$ cat config.mk
export PLATFORM = sky130hd
export DESIGN_NAME = axi_lite_slave_mem
export DESIGN_NICKNAME = d
export VERILOG_FILES = /design/src/rtl/axi_lite_slave_mem.sv
export SDC_FILE = /design/constraint.sdc
export NUM_CORES = 1
export LEC_CHECK = 0
export CORE_MARGIN = 10
export CORE_UTILIZATION = 54
export CTS_CLUSTER_SIZE = 40
export DETAILED_ROUTE_END_ITERATION = 8
export PLACE_DENSITY_LB_ADDON = 0.08
export SYNTH_ARGS = -nofsm -noshare
export SYNTH_HDL_FRONTEND = slang
export SYNTH_SLANG_ARGS = --single-unit
$ cat constraint.sdc
create_clock -name clk -period 2 [get_ports clk]
set_input_delay 0.4 -clock clk [delete_from_list [all_inputs] [get_ports clk]]
set_output_delay 0.4 -clock clk [all_outputs]
set_load 0.005 [all_outputs]
$ cat src/rtl/axi_lite_slave_mem.sv
// -----------------------------------------------------------------------------
// axi_lite_slave_mem
// AXI4-Lite slave word memory. It is the endpoint behind the slave-side network
// adapter. Writes support byte strobes. Addresses inside the window
// [BASE_ADDR, BASE_ADDR + MEM_DEPTH*4) return OKAY. All other addresses return
// SLVERR, and an out-of-window write leaves memory untouched.
//
// Ports
//   clk, rst                    single clock, synchronous active-high reset
//   s_axi_aw*                   write address channel (awprot ignored)
//   s_axi_w*                    write data channel with byte strobes
//   s_axi_b*                    write response channel
//   s_axi_ar*                   read address channel (arprot ignored)
//   s_axi_r*                    read data/response channel
// Every output is a flop.
// -----------------------------------------------------------------------------
module axi_lite_slave_mem #(
    parameter int unsigned           ADDR_WIDTH = 32,
    parameter int unsigned           DATA_WIDTH = 32,
    parameter int unsigned           MEM_DEPTH  = 16,
    parameter logic [ADDR_WIDTH-1:0] BASE_ADDR  = ADDR_WIDTH'(32'h7000_0000)
) (
    input  logic                    clk,
    input  logic                    rst,

    input  logic [ADDR_WIDTH-1:0]   s_axi_awaddr,
    input  logic [2:0]              s_axi_awprot,
    input  logic                    s_axi_awvalid,
    output logic                    s_axi_awready,

    input  logic [DATA_WIDTH-1:0]   s_axi_wdata,
    input  logic [DATA_WIDTH/8-1:0] s_axi_wstrb,
    input  logic                    s_axi_wvalid,
    output logic                    s_axi_wready,

    output logic [1:0]              s_axi_bresp,
    output logic                    s_axi_bvalid,
    input  logic                    s_axi_bready,

    input  logic [ADDR_WIDTH-1:0]   s_axi_araddr,
    input  logic [2:0]              s_axi_arprot,
    input  logic                    s_axi_arvalid,
    output logic                    s_axi_arready,

    output logic [DATA_WIDTH-1:0]   s_axi_rdata,
    output logic [1:0]              s_axi_rresp,
    output logic                    s_axi_rvalid,
    input  logic                    s_axi_rready
);

    localparam int unsigned           STRB_W   = DATA_WIDTH / 8;
    localparam int unsigned           IDX_W    = $clog2(MEM_DEPTH);
    localparam logic [ADDR_WIDTH-1:0] WIN_MASK = ~ADDR_WIDTH'(MEM_DEPTH * 4 - 1);
    localparam logic [1:0]            RESP_OKAY   = 2'b00;
    localparam logic [1:0]            RESP_SLVERR = 2'b10;

    typedef enum logic {
        R_IDLE = 1'b0,
        R_RESP = 1'b1
    } rd_state_e;

    // Window hit: the address bits above the word-index field must equal the base.
    function automatic logic in_window(input logic [ADDR_WIDTH-1:0] addr);
        return (addr & WIN_MASK) == BASE_ADDR;
    endfunction

    // Protection bits carry no meaning for this memory.
    logic unused_prot_c;
    assign unused_prot_c = ^{s_axi_awprot, s_axi_arprot};

    logic [DATA_WIDTH-1:0] mem_q [MEM_DEPTH];

    // ------------------------------------------------------------------ write
    logic                  aw_full_q, aw_full_d;
    logic [ADDR_WIDTH-1:0] aw_addr_q, aw_addr_d;
    logic                  w_full_q,  w_full_d;
    logic [DATA_WIDTH-1:0] w_data_q,  w_data_d;
    logic [STRB_W-1:0]     w_strb_q,  w_strb_d;
    logic                  bvalid_q,  bvalid_d;
    logic [1:0]            bresp_q,   bresp_d;
    logic                  awready_q, awready_d;
    logic                  wready_q,  wready_d;

    logic                  aw_hs_c, w_hs_c, commit_c, wr_hit_c;
    logic [IDX_W-1:0]      wr_idx_c;

    assign aw_hs_c  = s_axi_awvalid && awready_q;
    assign w_hs_c   = s_axi_wvalid  && wready_q;
    // A commit fires only from registered captures, so no valid reaches a ready.
    assign commit_c = aw_full_q && w_full_q && !bvalid_q;
    assign wr_hit_c = in_window(aw_addr_q);
    assign wr_idx_c = aw_addr_q[2 +: IDX_W];

    // Write-path next state: capture AW/W independently, commit when both are held.
    always_comb begin
        aw_full_d = aw_full_q;
        aw_addr_d = aw_addr_q;
        w_full_d  = w_full_q;
        w_data_d  = w_data_q;
        w_strb_d  = w_strb_q;
        bvalid_d  = bvalid_q;
        bresp_d   = bresp_q;

        if (aw_hs_c) begin
            aw_full_d = 1'b1;
            aw_addr_d = s_axi_awaddr;
        end
        if (w_hs_c) begin
            w_full_d = 1'b1;
            w_data_d = s_axi_wdata;
            w_strb_d = s_axi_wstrb;
        end

        if (commit_c) begin
            aw_full_d = 1'b0;
            w_full_d  = 1'b0;
            bvalid_d  = 1'b1;
            bresp_d   = wr_hit_c ? RESP_OKAY : RESP_SLVERR;
        end else if (bvalid_q && s_axi_bready) begin
            bvalid_d = 1'b0;
        end

        awready_d = !aw_full_d && !bvalid_d;
        wready_d  = !w_full_d  && !bvalid_d;
    end

    // Write-path registers.
    always_ff @(posedge clk) begin
        if (rst) begin
            aw_full_q <= 1'b0;
            aw_addr_q <= '0;
            w_full_q  <= 1'b0;
            w_data_q  <= '0;
            w_strb_q  <= '0;
            bvalid_q  <= 1'b0;
            bresp_q   <= RESP_OKAY;
            awready_q <= 1'b1;
            wready_q  <= 1'b1;
        end else begin
            aw_full_q <= aw_full_d;
            aw_addr_q <= aw_addr_d;
            w_full_q  <= w_full_d;
            w_data_q  <= w_data_d;
            w_strb_q  <= w_strb_d;
            bvalid_q  <= bvalid_d;
            bresp_q   <= bresp_d;
            awready_q <= awready_d;
            wready_q  <= wready_d;
        end
    end

    // Storage array with per-byte write enables.
    always_ff @(posedge clk) begin
        if (rst) begin
            for (int unsigned i = 0; i < MEM_DEPTH; i++) begin
                mem_q[i] <= '0;
            end
        end else if (commit_c && wr_hit_c) begin
            for (int unsigned b = 0; b < STRB_W; b++) begin
                if (w_strb_q[b]) begin
                    mem_q[wr_idx_c][8*b +: 8] <= w_data_q[8*b +: 8];
                end
            end
        end
    end

    // ------------------------------------------------------------------- read
    rd_state_e             rd_state_q, rd_state_d;
    logic [DATA_WIDTH-1:0] rdata_q,   rdata_d;
    logic [1:0]            rresp_q,   rresp_d;
    logic                  rvalid_q,  rvalid_d;
    logic                  arready_q, arready_d;
    logic                  ar_hs_c;

    // arready is high only in R_IDLE, so a handshake implies the idle state.
    assign ar_hs_c = s_axi_arvalid && arready_q;

    // Read FSM next state. mem_q is sampled before any same-edge write lands.
    always_comb begin
        rd_state_d = rd_state_q;
        rdata_d    = rdata_q;
        rresp_d    = rresp_q;

        case (rd_state_q)
            R_IDLE: begin
                if (ar_hs_c) begin
                    rd_state_d = R_RESP;
                    if (in_window(s_axi_araddr)) begin
                        rdata_d = mem_q[s_axi_araddr[2 +: IDX_W]];
                        rresp_d = RESP_OKAY;
                    end else begin
                        rdata_d = '0;
                        rresp_d = RESP_SLVERR;
                    end
                end
            end
            R_RESP: begin
                if (s_axi_rready) begin
                    rd_state_d = R_IDLE;
                end
            end
        endcase

        rvalid_d  = (rd_state_d == R_RESP);
        arready_d = (rd_state_d == R_IDLE);
    end

    // Read FSM registers.
    always_ff @(posedge clk) begin
        if (rst) begin
            rd_state_q <= R_IDLE;
            rdata_q    <= '0;
            rresp_q    <= RESP_OKAY;
            rvalid_q   <= 1'b0;
            arready_q  <= 1'b1;
        end else begin
            rd_state_q <= rd_state_d;
            rdata_q    <= rdata_d;
            rresp_q    <= rresp_d;
            rvalid_q   <= rvalid_d;
            arready_q  <= arready_d;
        end
    end

    // ---------------------------------------------------------------- outputs
    assign s_axi_awready = awready_q;
    assign s_axi_wready  = wready_q;
    assign s_axi_bvalid  = bvalid_q;
    assign s_axi_bresp   = bresp_q;
    assign s_axi_arready = arready_q;
    assign s_axi_rvalid  = rvalid_q;
    assign s_axi_rdata   = rdata_q;
    assign s_axi_rresp   = rresp_q;

endmodule
# Yosys cells after proc, flatten, opt, wreduce, memory -nomap -nowiden
# Memory sizes are Yosys's and may differ from the RTL's.
# Cells that the tools add are included.
[word_totals]
n_memories = 1
out_inout_bits = 41
register_bits = 111
wordCells = 66
ram_bits = 512
inputBits = 113
[mem_list]
columns = ["memory", "depth", "word_bits", "rd", "rd_clocked_by_memory_dff", "write_ports", "line", "text"]
rows = [
  ["mem_q", 16, 32, 1, 0, 16, "71", "logic [DATA_WIDTH-1:0] mem_q [MEM_DEPTH];"],
]
[op_classes]
mux = 33
n_bitwise = 2
eq_ne = 2
n_reduce_logical = 15
[op_table]
columns = ["operator", "n"]
rows = [
  ["32-bit two-way mux", 2],
  ["26-bit by 25-bit == test with 1-bit output (second input constant)", 2],
  ["32-bit OR reduction", 1],
  ["1-bit two-way mux", 26],
  ["1-bit logical AND", 9],
  ["4-bit two-way mux", 2],
  ["1-bit logical NOT", 4],
  ["2-bit two-way mux", 2],
  ["1-bit inverter", 2],
  ["1-bit one-hot mux with 2 select lines", 1],
  ["2-bit AND reduction", 1],
]

# Logic depth before layout (Yosys ltp)
# Gate-level depths: netlist of the first run.
[depth]
depth_word = 8
mapped_depth = 7
ltp_nobuf = 4

# Least setup slack after synthesis of the first run
# No wires, ideal clock.
[synth_path]
kind = "reg2reg"
from = "register aw_addr_q[25]"
to = "memory mem_q[8][0] (enable)"
n_path_buf = 3
synth_period_minus_slack_ns = 1.942
setup_time_ns = 0.330
t_required_ns = 1.670
setup_slack_ns = 0.058
arrival_ns = 1.613
stages_incl_launch_ff = 8
path_cell_list = "dfxtp_1 -> nor4b_1 -> and4_1 -> buf_4 -> and2_1 -> buf_2 -> buf_2 -> a41o_1"
[synth_lines]
columns = ["element", "line", "text"]
rows = [
  ["start, declared", "75", "logic [ADDR_WIDTH-1:0] aw_addr_q, aw_addr_d;"],
  ["start signal, assigned", "141", "aw_addr_q <= aw_addr_d;"],
  ["end, declared", "71", ""],
]

==> flow_metrics.env, run 1 <==
export IMPL_synth_warnings=0
export IMPL_start_util=0.544
export IMPL_cts_tree="yes"
export IMPL_synth_compound_area_frac=0.103
export IMPL_cp_max_fo=16
export IMPL_worst_setup_path_start_kind="register"
export IMPL_vdd_ir_drop_max_v=0.000656
export IMPL_met1_usage=0.336
export IMPL_wire_per_inst_um=23.6
export IMPL_rows=82
export IMPL_grt_overflow_total=0
export IMPL_die_h_um=244
export IMPL_crit_path_max_incr_delay_ns=0.34
export IMPL_dp_hpwl_um=52800
export IMPL_rsz0062_at_grt="true"
export IMPL_synth_adder_area_share=0
export IMPL_slowest_stage="dfxtp_2"
export IMPL_clk_latency_ns=0.62
export IMPL_crit_type="register to register"
export IMPL_met2_usage=0.426
export IMPL_cp_common_cell="buf_12"
export IMPL_dieArea_mm2=0.0597
export IMPL_tns_ns=-2.21
export IMPL_synthXorXnorAreaFrac=0
export IMPL_synth_seq_cells=619
export IMPL_fin_ws_ns=-0.0368
export IMPL_power_leakage_nw=12.4
export IMPL_drt_wl_total_um=76700
export IMPL_clockRootBuffer="clkbuf_16"
export IMPL_p_per_area_mw_per_mm2=821
export IMPL_num_io_pins=154
export IMPL_port_buffers=141
export IMPL_yosysSeqAreaShare=0.645
export IMPL_antenna_cells=0
export IMPL_finClkSkew_ns=0.0164
export IMPL_crit_path_end_kind="register"
export IMPL_required_ns=2.32
export IMPL_clk_pin_slew_ns=0.06
export IMPL_syn_area_mm2=0.0272
export IMPL_clock_path_buffers=3
export IMPL_synth_main_ff_cell="edfxtp_1"
export IMPL_antenna_found_initial=0
export IMPL_synth_edf_count=512
export IMPL_crit_chain="nor4b_4 -> and4_1 -> buf_12 -> and2_4 -> buf_12 -> a41o_1 -> buf_4"
export IMPL_num_vias=19300
export IMPL_viasPerCell=5.94
export IMPL_outcome="finished with violations"
export IMPL_drive_above_1_share=0.181
export IMPL_synth_top_family_by_area="simple AND/OR/NAND/NOR gates"
export IMPL_cpLargestDelayFamily="simple AND/OR/NAND/NOR gates"
export IMPL_async_flop_share=0
export IMPL_worstPathArrival_ns=2.36
export IMPL_maxSlewViolCount=0
export IMPL_hold_viol_final=0
export IMPL_drc=0
export IMPL_final_setup_viol_count=195
export IMPL_violations="setup timing"
export IMPL_synthMuxAreaShare=0.0958
export IMPL_grt_max_degree=65
export IMPL_grt_util_all_layers=0.253
export IMPL_tightestPinTransition_ns=0.726
export IMPL_postRouteAntennaNets=0
export IMPL_core_area_mm2=0.0500
export IMPL_post_route_period_util=1.02
export IMPL_die_w_um=244
export IMPL_drt_initial_drc_count=1720
export IMPL_area_growth_pct=24.8
export IMPL_fill_cells=3646
export IMPL_fmax_mhz=491
export IMPL_clock_sinks=619
export IMPL_grt_pass1_wl_um=116000
export IMPL_met3_usage=0.0296
export IMPL_whs_ns=0.198
export IMPL_syn_area_per_cell_um2=11.9
export IMPL_place_congestion=0.891
export IMPL_maxSlewHeadroom=0.515
export IMPL_drv_cap=0
export IMPL_fin_crit_ns=2.04
export IMPL_hold_class="input port to register"
export IMPL_cts_inserted_buffers=60
export IMPL_htree_levels=2
export IMPL_grt_busiest_layer="met2"
export IMPL_finalNetCount=2650
export IMPL_path_buf_inv=3
export IMPL_synth_distinct_cells=41
export IMPL_synth_cells=2283
export IMPL_synthSimpleGateAreaFrac=0.120
export IMPL_first_pass_iters=5
export IMPL_grt_pass1_vias=19400
[cells in the mapped netlist, types with 2 or more instances]
cell type | instances | area [um^2]
buf_1 | 14 | 52.6
and4_1 | 7 | 61.3
nand2_1 | 200 | 751
inv_1 | 2 | 7.51
nor3_1 | 4 | 20.0
nor2_1 | 526 | 1970
a41o_1 | 16 | 160
and3b_1 | 2 | 17.5
buf_6 | 6 | 67.6
nand3_1 | 3 | 15.0
a22oi_1 | 64 | 480
a221oi_1 | 34 | 298
a21oi_1 | 131 | 656
o21a_1 | 2 | 15.0
a31o_2 | 16 | 140
nand4_2 | 7 | 87.6
buf_4 | 13 | 97.6
a221oi_2 | 30 | 450
clkbuf_1 | 127 | 477
o22ai_1 | 32 | 200
buf_2 | 55 | 275
and2_1 | 6 | 37.5
o21ai_0 | 32 | 160
nor4_1 | 8 | 50.1
dfxtp_1 | 107 | 2140
nand2b_1 | 4 | 25.0
nor4bb_1 | 2 | 20.0
edfxtp_1 | 512 | 15400
mux2i_1 | 224 | 2240
mux2_2 | 32 | 360
nand4_1 | 9 | 56.3
nor2b_1 | 9 | 56.3
a21o_1 | 33 | 248
and3_1 | 7 | 43.8
[stage by stage]
| step | util | cell area (um^2) | std cells | worst slack (ns) | total power, mW |
|---|---|---|---|---|---|
| global placement | 0.636 | 31800 | 3142 | -0.426 | 17.2 |
| global route | 0.679 | 33900 | 3256 | -0.115 | 28.6 |
| finish | 0.679 | 33900 | 3256 | -0.0368 | 27.8 |
| detailed placement | 0.636 | 31800 | 3142 | -0.480 | 17.3 |
| CTS | 0.676 | 33800 | 3253 | -0.0505 | 27.9 |
| floorplan | - | 27200 | 2284 | 0.0579 | 16.0 |
[power by group]
| group | switching, mW | internal (mW) |
|---|---|---|
| Sequential | 0.173 | 14.4 |
| Clock | 4.65 | 6.10 |
| Combinational | 1.35 | 1.18 |
[final timing paths]
check / slack [ns] / depth (start not counted) / startpoint / endpoint
setup / recovery: -0.04 / 7 / aw_addr_q[25] / mem_q[11][27]
hold / removal: 0.20 / 2 / rst / aw_addr_q[4]
hold reg to reg: 0.46 / 2 / w_data_q[29] / w_data_q[29]
setup reg to reg: -0.04 / 7 / aw_addr_q[25] / mem_q[11][27]
[flip-flops by register name, summed over array words and instances (netlist names)]
register and count:
aw_addr_q 30, aw_full_q 1, mem_q 512, s_axi_arready 1, s_axi_awready 1, s_axi_bresp 1, s_axi_bvalid 1, s_axi_rdata 32
s_axi_rresp 1, s_axi_rvalid 1, s_axi_wready 1, w_data_q 32, w_full_q 1, w_strb_q 4
[cell type report]
type / count / area, um^2 / share of cell area
Sequential cell: 619 / 17500 / 0.517
Multi-Input combinational cell: 1448 / 8840 / 0.261
Timing Repair Buffer: 406 / 4830 / 0.143
Clock buffer: 84 / 1650 / 0.0487
Tap cell: 672 / 841 / 0.0248
Clock inverter: 25 / 193 / 0.00568
Inverter: 2 / 7.51 / 0.000221
[metal layers]
layer  up-vias  routed length, um
met5         -                  0
met4         0               2300
met3       118               5060
met2       751              37800
met1      9711              31500
li1       8764                  -
[timing repair]
action / 4_1_cts / 5_1_grt
endpoints found under the setup margin: 557 / 702
gates resized for setup: 36 / 19
setup buffers: 1 / 2
cloned: 1 / 1
hold buffers: 0 / 0
pin swaps: 23 / 3
[cells by family after synthesis]
logic type,Yosys count
multiplexers,256
AO/OA/AOI/OAI,390
other,1
AND/OR/NAND/NOR,800
buffers and inverters,217
flip-flops,619
[layout by cell type (no fill, tap or decap), drive strengths merged]
master	netlist	routed
nor4bb	2	2
buf	88	268
nand3b	1	1
a221oi	64	64
and2	6	6
mux2i	224	224
and3	7	7
o21a	2	2
nand2	200	200
bufinv	0	3
nand4	16	16
nor4b	2	2
o22ai	32	32
dlygate4sd2	0	2
clkinvlp	0	2
inv	2	2
mux2	32	32
clkinv	0	20
dfxtp	107	107
clkdlybuf4s50	0	135
and4	7	7
nor4	8	8
a22oi	64	64
a21o	33	33
nand2b	4	4
nor2	527	527
a31o	16	16
edfxtp	512	512
o21ai	32	32
a41o	16	16
nor3	4	4
a21oi	131	131
nor2b	9	9
conb	1	2
and3b	2	2
nand3	3	3
clkbuf	127	85
or3	1	1
and2b	1	1
No activity file was read; power rests on OpenSTA's default activity.
==> run 2, diff against run 1 <==
==> constraint.sdc (replaced) <==
create_clock -name clk -period 2 [get_ports clk]
set_input_delay 0.6 -clock clk [delete_from_list [all_inputs] [get_ports clk]]
set_output_delay 0.6 -clock clk [all_outputs]
set_load 0.005 [all_outputs]
==> run 2 against run 1 <==
The flow still finishes with violations (setup timing); cell area increased by 5.3%; clock-buffer cell count up 6; register-to-register slack worse by 0.07 ns; non-clock buffer count up 24; wire length increased by 7.8%; sequential share of layout area decreased by 2.5 points; first-iteration DRC count grew 24%; flip-flop and latch count is the same; critical endpoint is now mem_q[7][18].
==> flow_metrics.env, run 2 (synthesized netlist as in run 1, its figures left out) <==
export IMPL_viasPerCell=6.03
export IMPL_hold_start="w_data_q[0]"
export IMPL_outcome="finished with violations"
export IMPL_num_io_pins=154
export IMPL_antenna_cells=0
export IMPL_r2r_start="aw_addr_q[6]"
export IMPL_pre_cts_ws_ns=-0.691
export IMPL_most_common_layout_cells="512 x edfxtp_1, 433 x nor2_1, 224 x mux2i_1"
export IMPL_fin_crit_ns=2.10
export IMPL_layout_commonest_cell="edfxtp_1"
export IMPL_clockRootBuffer="clkbuf_16"
export IMPL_fill_cells=3439
export IMPL_start_util=0.544
export IMPL_drc=0
export IMPL_grt_max_degree=49
export IMPL_power_leakage_nw=13.1
export IMPL_num_vias=19800
export IMPL_drive_above_1_share=0.236
export IMPL_core_area_mm2=0.0500
export IMPL_crit_path_end_kind="register"
export IMPL_cts_inserted_buffers=66
export IMPL_die_w_um=244
export IMPL_maxSlewViolCount=0
export IMPL_maxSlewHeadroom=0.560
export IMPL_grt_util_all_layers=0.260
export IMPL_hold_viol_final=0
export IMPL_dieArea_mm2=0.0597
export IMPL_cp_max_fo=7
export IMPL_required_ns=2.47
export IMPL_grt_pass1_vias=19300
export IMPL_reg2reg_to="mem_q[7][18]"
export IMPL_clk_latency_ns=0.61
export IMPL_drt_wl_total_um=82700
export IMPL_grt_overflow_total=0
export IMPL_dp_hpwl_um=52400
export IMPL_wire_per_inst_um=25.2
export IMPL_cts_tree="yes"
export IMPL_worst_setup_path_start_kind="register"
export IMPL_postRouteAntennaNets=0
export IMPL_grt_pass1_wl_um=118000
export IMPL_port_buffers=141
export IMPL_drt_initial_drc_count=2126
export IMPL_place_congestion=0.850
export IMPL_r2r_cells=9
export IMPL_largest_reg_flops=512
export IMPL_post_route_period_util=1.05
export IMPL_clk_pin_slew_ns=0.06
export IMPL_hold_end="w_data_q[0]"
export IMPL_whs_path_depth=2
export IMPL_tightestPinTransition_ns=0.658
export IMPL_violations="setup timing"
export IMPL_p_per_area_mw_per_mm2=815
export IMPL_area_growth_pct=31.4
export IMPL_rows=82
export IMPL_fin_ws_ns=-0.102
export IMPL_vdd_ir_drop_max_v=0.000776
export IMPL_clock_sinks=619
export IMPL_finish_utilization=0.715
export IMPL_worstPathArrival_ns=2.57
export IMPL_clock_path_buffers=3
export IMPL_tns_ns=-23.44
export IMPL_htree_levels=3
export IMPL_final_setup_viol_count=529
export IMPL_drv_cap=0
export IMPL_crit_type="register to register"
export IMPL_finalNetCount=2680
export IMPL_rsz0062_at_grt="true"
export IMPL_finClkSkew_ns=0.0287
export IMPL_reg2reg_slack_ns=-0.10
export IMPL_fmax_mhz=476
export IMPL_antenna_found_initial=0
export IMPL_first_pass_iters=6
export IMPL_die_h_um=244
export IMPL_largest_register="mem_q"
export IMPL_hold_class="register to register"
-- run 2: cell count changes in the layout (fill, tap and decap cells not counted), sizes merged --
cell	change
clkinv	-2
inv	+3
bufinv	+2
dlymetal6s2s	+3
dlygate4sd2	+37
buf	+16
clkdlybuf4s50	-40
clkbuf	+14
-- run 2: how the worst max path moves through the flow --
stage	slack [ns]	start	to	cells after the start
after floorplan	0.06	aw_addr_q[25]	mem_q[8][0]	7
after global placement	-0.65	s_axi_araddr[30]	s_axi_rdata[31]	6
after detailed placement	-0.69	s_axi_araddr[30]	s_axi_rdata[29]	6
after CTS	-0.11	aw_addr_q[15]	mem_q[5][25]	9
after global routing	-0.15	aw_addr_q[6]	mem_q[10][15]	8
final	-0.10	aw_addr_q[6]	mem_q[7][18]	9
-- run 2: per-stage QoR --
step	cells	area, um^2	power (mW)	hold slack, ns
final	3289	35700	29.1	0.453
after global routing	3289	35700	29.9	0.470
after CTS	3277	34600	29.2	0.449
after detailed placement	3134	31900	17.3	0.442
after global placement	3134	31900	17.2	0.442
after floorplan	2284	27200	16.0	0.431
-- run 2: layout make-up --
cell class	instances	area [um^2]	share of cell area
clock buffer	90	1850	0.0517
inverter	2	7.51	0.000210
tap	672	841	0.0236
sequential	619	17600	0.492
clock inverter	28	269	0.00753
multi-input combinational	1448	9670	0.271
timing repair buffer	430	5500	0.154
-- run 2: layer usage --
layer  global-route usage  vias to the layer above  routed length (um)
met5                    0                        -                   0
met4               0.0937                        0                2880
met3               0.0401                      147                6740
met2                0.433                      864               40800
met1                0.340                     9947               32300
li1                     -                     8872                   -
-- run 2: power breakdown --
group,total (mW),leakage (nW),internal [mW],switching (mW)
Clock,12.0,1.03,7.11,4.91
Combinational,2.55,5.88,1.16,1.39
Sequential,14.5,6.17,14.4,0.178
Total,29.1,13.1,22.6,6.48
-- run 2: critical path, stage by stage, from the launching register on --
cell and delay (ns):
dfxtp_2 0.34, nor4bb_4 0.29, and4_1 0.28, buf_12 0.13
buf_8 0.13, buf_6 0.11, buf_6 0.11, nand3_4 0.19
clkbuf_16 0.28, nor2_2 0.12
-- run 2: what timing repair did --
item | CTS | global route
cloned | 7 | 11
hold buffers | 0 | 0
gates resized for setup | 127 | 238
endpoints found under the hold margin | 0 | 0
endpoints found under the setup margin | 628 | 934
pin swaps | 49 | 103
setup buffers | 18 | 10
